**config.mk**
```make
export PLATFORM = sky130hd
export DESIGN_NAME = wb_cfg_master
export DESIGN_NICKNAME = d
export VERILOG_FILES = /design/src/rtl/wb_cfg_pkg.sv /design/src/rtl/wb_cfg_master.sv
export SDC_FILE = /design/constraint.sdc
export NUM_CORES = 1
export LEC_CHECK = 0
export ABC_AREA = 1
export BUFFER_PORTS_ARGS = -buffer_cell sky130_fd_sc_hd__clkbuf_2
export CAP_MARGIN = 20
export CORE_ASPECT_RATIO = 0.5
export CORE_MARGIN = 5
export CORE_UTILIZATION = 40
export DETAILED_ROUTE_END_ITERATION = 8
export GPL_TIMING_DRIVEN = 0
export HOLD_SLACK_MARGIN = 0.03
export PLACE_DENSITY = 0.7
export RECOVER_POWER = 100
export SYNTH_ARGS = -nofsm -noshare
export SYNTH_HDL_FRONTEND = slang
export SYNTH_SLANG_ARGS = --single-unit
```
**constraint.sdc**
```tcl
create_clock -name clk -period 1.55 [get_ports clk]
set_clock_uncertainty 0.1 [all_clocks]
set_input_delay 0.31 -clock clk [delete_from_list [all_inputs] [get_ports clk]]
set_output_delay 0.31 -clock clk [all_outputs]
set_load 0.02 [all_outputs]
```
**src/rtl/wb_cfg_pkg.sv**
```systemverilog
// Shared definitions for the Wishbone configuration master.
//   - TimeoutDefault : default number of bus cycles to wait for ack before aborting
//   - state_e        : FSM state encoding (idle / bus cycle / response pending)
package wb_cfg_pkg;

  localparam int unsigned TimeoutDefault = 255;

  typedef enum logic [1:0] {
    StIdle = 2'd0,
    StBus  = 2'd1,
    StResp = 2'd2
  } state_e;

endpackage

```
**src/rtl/wb_cfg_master.sv**
```systemverilog
// Single-outstanding Wishbone B4 classic master driven by a valid/ready command port.
// Each command becomes one bus cycle. The cycle ends on ack or after TIMEOUT cycles,
// and the result is then held on the response port until it is consumed.
//
// Ports:
//   clk, rst_n                     clock, asynchronous active-low reset
//   cmd_valid/cmd_ready            command handshake (ready only while idle)
//   cmd_we/cmd_adr/cmd_dat/cmd_sel command fields, latched on acceptance
//   rsp_valid/rsp_ready            response handshake
//   rsp_dat/rsp_err                read data (0 for writes/timeouts), timeout flag
//   wbm_*_o                        registered Wishbone master outputs
//   wbm_ack_i/wbm_dat_i            Wishbone slave response
module wb_cfg_master
  import wb_cfg_pkg::*;
#(
  parameter int unsigned TIMEOUT = TimeoutDefault
) (
  input  logic        clk,
  input  logic        rst_n,
  input  logic        cmd_valid,
  output logic        cmd_ready,
  input  logic        cmd_we,
  input  logic [31:0] cmd_adr,
  input  logic [31:0] cmd_dat,
  input  logic [3:0]  cmd_sel,
  output logic        rsp_valid,
  input  logic        rsp_ready,
  output logic [31:0] rsp_dat,
  output logic        rsp_err,
  output logic        wbm_cyc_o,
  output logic        wbm_stb_o,
  output logic        wbm_we_o,
  output logic [31:0] wbm_adr_o,
  output logic [31:0] wbm_dat_o,
  output logic [3:0]  wbm_sel_o,
  input  logic        wbm_ack_i,
  input  logic [31:0] wbm_dat_i
);

  // Wide enough to hold TIMEOUT itself; the counter never passes TIMEOUT-1.
  localparam int unsigned    CntW    = $clog2(TIMEOUT + 1);
  localparam logic [CntW-1:0] CntLast = CntW'(TIMEOUT - 1);

  state_e          state;
  logic [CntW-1:0] tmo_cnt;

  assign cmd_ready = (state == StIdle);

  always_ff @(posedge clk or negedge rst_n) begin
    if (!rst_n) begin
      state     <= StIdle;
      tmo_cnt   <= '0;
      wbm_cyc_o <= 1'b0;
      wbm_stb_o <= 1'b0;
      wbm_we_o  <= 1'b0;
      wbm_adr_o <= '0;
      wbm_dat_o <= '0;
      wbm_sel_o <= '0;
      rsp_valid <= 1'b0;
      rsp_dat   <= '0;
      rsp_err   <= 1'b0;
    end else begin
      case (state)
        StIdle: begin
          if (cmd_valid) begin
            wbm_we_o  <= cmd_we;
            wbm_adr_o <= cmd_adr;
            wbm_dat_o <= cmd_dat;
            wbm_sel_o <= cmd_sel;
            wbm_cyc_o <= 1'b1;
            wbm_stb_o <= 1'b1;
            tmo_cnt   <= '0;
            state     <= StBus;
          end
        end
        StBus: begin
          // Ack takes priority over a timeout firing in the same cycle.
          if (wbm_ack_i) begin
            rsp_dat   <= wbm_we_o ? 32'h0 : wbm_dat_i;
            rsp_err   <= 1'b0;
            rsp_valid <= 1'b1;
            wbm_cyc_o <= 1'b0;
            wbm_stb_o <= 1'b0;
            state     <= StResp;
          end else if (tmo_cnt == CntLast) begin
            rsp_dat   <= 32'h0;
            rsp_err   <= 1'b1;
            rsp_valid <= 1'b1;
            wbm_cyc_o <= 1'b0;
            wbm_stb_o <= 1'b0;
            state     <= StResp;
          end else begin
            tmo_cnt <= tmo_cnt + CntW'(1);
          end
        end
        StResp: begin
          if (rsp_ready) begin
            rsp_valid <= 1'b0;
            state     <= StIdle;
          end
        end
        default: begin
          state <= StIdle;
        end
      endcase
    end
  end

endmodule

```
==> metrics <==
outcome=complete, no violations; Detailed Route WL=12.6 mm; Syn Nets=480; CTS buffer count=17; Cell Area, Placed=5860 µm²; HP Class=in -> reg; clock root cell=clkbuf_16; initial antenna violation count=0; die width=162 µm; drt pass-1 iters=4; CP required=1.14 ns; initial DRC count=132; Worst slew margin=39.9%; row count=27; Clock transition at path regs=0.05 ns; clk sinks=114; WS Path Type=reg -> out; Max Fclk=660 MHz; Synth area leaders=dfrtp_1, mux2_2, nand2_1; WL per Instance=15.2 µm; die area=13900 µm²; total global-route track usage=18.6%; DRC errors left=0; asr flop ratio synth=100%; count of different cell masters after synthesis=25; post-layout min period=1.52 ns; Leak=0.00348 µW; period utilisation layout=97.8%; Design Area, Final=7150 µm²; pin count of the biggest net entering global routing=115; Yosys reg bits=114; VDD IR max=0.933 mV; PD cells=2100 nW/µm²; Mapped Cells=372; nets@finish=783; vias in the first global route=4078; Layout area overhead=55.1%; Fin. Hold Viols=0; final core utilization=64.2%; Worst Setup Start Kind=register; CTS Buffer Depth=2; routed vias=3801; delay-heaviest family, CP=flip-flops; sequential-to-total area share from yosys stat=61.8%; Final setup viols=0; Core ar.=11100 µm²; top-area cell type share of the netlist area=61.8%; first-pass GRT wire length=20.5 mm; CTS tree=done; ys flop type=dfrtp_1; Worst Setup End Kind=primary output; CP max stage cell=dfrtp_2; die height=85.9 µm; EDFF count, synth=0; share of cells above drive strength 1=37.5%; WP data arrival=1.11 ns; antenna cells=0; Place WS=-0.0241 ns; Routed Antenna Nets=0; H-tree levels=4; clk_lat worst skew=0.39 ns; Ports=212; Worst-Margin Slew=0.902 ns; slowest stage delay, CP=0.44 ns; Initial Util=41.4%; Worst Path Max Fanout=4; Post-synth top cells=nand2_1, dfrtp_1, mux2_2; RSZ-0062 raised after global routing=yes; fin. max-slew vios=0; number of vias per cell=4.56; cell with the most instances after synthesis=nand2_1; Final WS setup=0.0338 ns; number of port buffers=211; dpl hpwl=8.45 mm; Yosys top cell by area=dfrtp_1; yosys warns=0; synthesized cell area=4610 µm²; CP Buf/Inv Count=1; Overflow after GRT=0; MaxCap Viol Count=0; crit path cell chain=nor2_4 > buf_8; mean post-synth cell area=12.4 µm²; GPL Wtd Cong=0.796
-- where the power goes --
part           switching, µW  internal (µW)
Combinational           3520           2260
Clock                   1310           2970
Sequential               703           4290
Total                   5530           9520
-- flip-flops by register name, indices dropped and copies added (netlist names) --
signal / flops
rsp_dat: 32
wbm_adr_o: 32
wbm_dat_o: 32
tmo_cnt: 8
wbm_sel_o: 4
state: 2
rsp_err: 1
rsp_valid: 1
wbm_stb_o: 1
wbm_we_o: 1
-- per-layer routing --
layer | wire [µm] | up-vias | global-route usage (%) | part of all wire, %
met5 | 0 | - | 0 | 0
met4 | 392 | 0 | 8.52 | 3.1
met3 | 515 | 28 | 4.90 | 4.1
met2 | 6870 | 98 | 33.9 | 54
met1 | 4860 | 1854 | 20.5 | 38
li1 | - | 1821 | - | -
-- path summary, 6_finish.rpt --
kind	slack, ns	depth (start not counted)	start	endpoint
min	0.05	2	cmd_adr[9]	wbm_adr_o[9]
min reg2reg	0.37	2	rsp_dat[17]	rsp_dat[17]
max in group asynchronous	0.19	2	rst_n	state[1]
max reg2reg	0.07	6	state[1]	tmo_cnt[1]
min in group asynchronous	0.50	2	rst_n	wbm_dat_o[20]
max	0.03	2	state[1]	cmd_ready
-- logic make-up after synthesis --
logic type                 Yosys count  synth area share, %
AOI/OAI and AO/OA                    7                0.922
xor gates and xnor gates             3                0.570
adders and majority gates            2                0.542
buffers and inverters               27                 5.18
DFF                                114                 61.8
muxes                               69                 16.8
and+or+nand+nor                    150                 14.1
-- worst reg2reg max path: stages, from the launching register on --
cell and delay, ns:
dfrtp_2 0.44, nor2_4 0.14, nand2_4 0.14, clkbuf_8 0.23
buf_12 0.15, nand3_1 0.07, o21ai_0 0.08
-- layout make-up --
cell class	count	area, µm²
well taps	145	181
inverters	11	46.3
multi-input cells	231	1540
repair buffers	284	1680
fillers	921	3990
flip-flops and latches	114	2850
plain buffers	16	201
clock buffers	22	474
clock inverters	10	179
-- stage by stage --
step	TNS (ns)	hold WS, ns	power, µW	cells
2_1_floorplan	0	-0.0856	8740	372
3_3_place_gp	-184.81	0.355	10700	728
3_5_place_dp	-0.0241	0.357	10800	728
4_1_cts	-0.00803	0.0303	15400	830
5_1_grt	-0.677	0.0336	15900	833
6_report	0	0.0455	15100	833
-- repair_timing --
action                                  in CTS  in global routing
hold buffers                                69                  1
pin swaps                                    0                  3
setup buffers                                1                  2
endpoints found under the hold margin      182                  1
endpoints found under the setup margin      21                 32
gates resized for setup                      3                 11
-- placed cells by master (no fill, tap or decap), drive strengths merged --
| master | netlist | routed |
|---|---|---|
| dfrtp | 114 | 114 |
| nand4 | 1 | 1 |
| xnor2 | 1 | 1 |
| ha | 2 | 2 |
| buf | 11 | 15 |
| inv | 11 | 10 |
| mux2 | 69 | 69 |
| o21ai | 4 | 4 |
| o21a | 1 | 1 |
| xor2 | 2 | 2 |
| bufinv | 0 | 5 |
| nor3 | 1 | 1 |
| clkbuf | 5 | 237 |
| dlygate4sd3 | 0 | 70 |
| nor2 | 10 | 10 |
| nand2 | 123 | 123 |
| clkinv | 0 | 6 |
| o21bai | 2 | 2 |
| nand3 | 15 | 15 |
No activity file was read; power rests on OpenSTA's default activity.
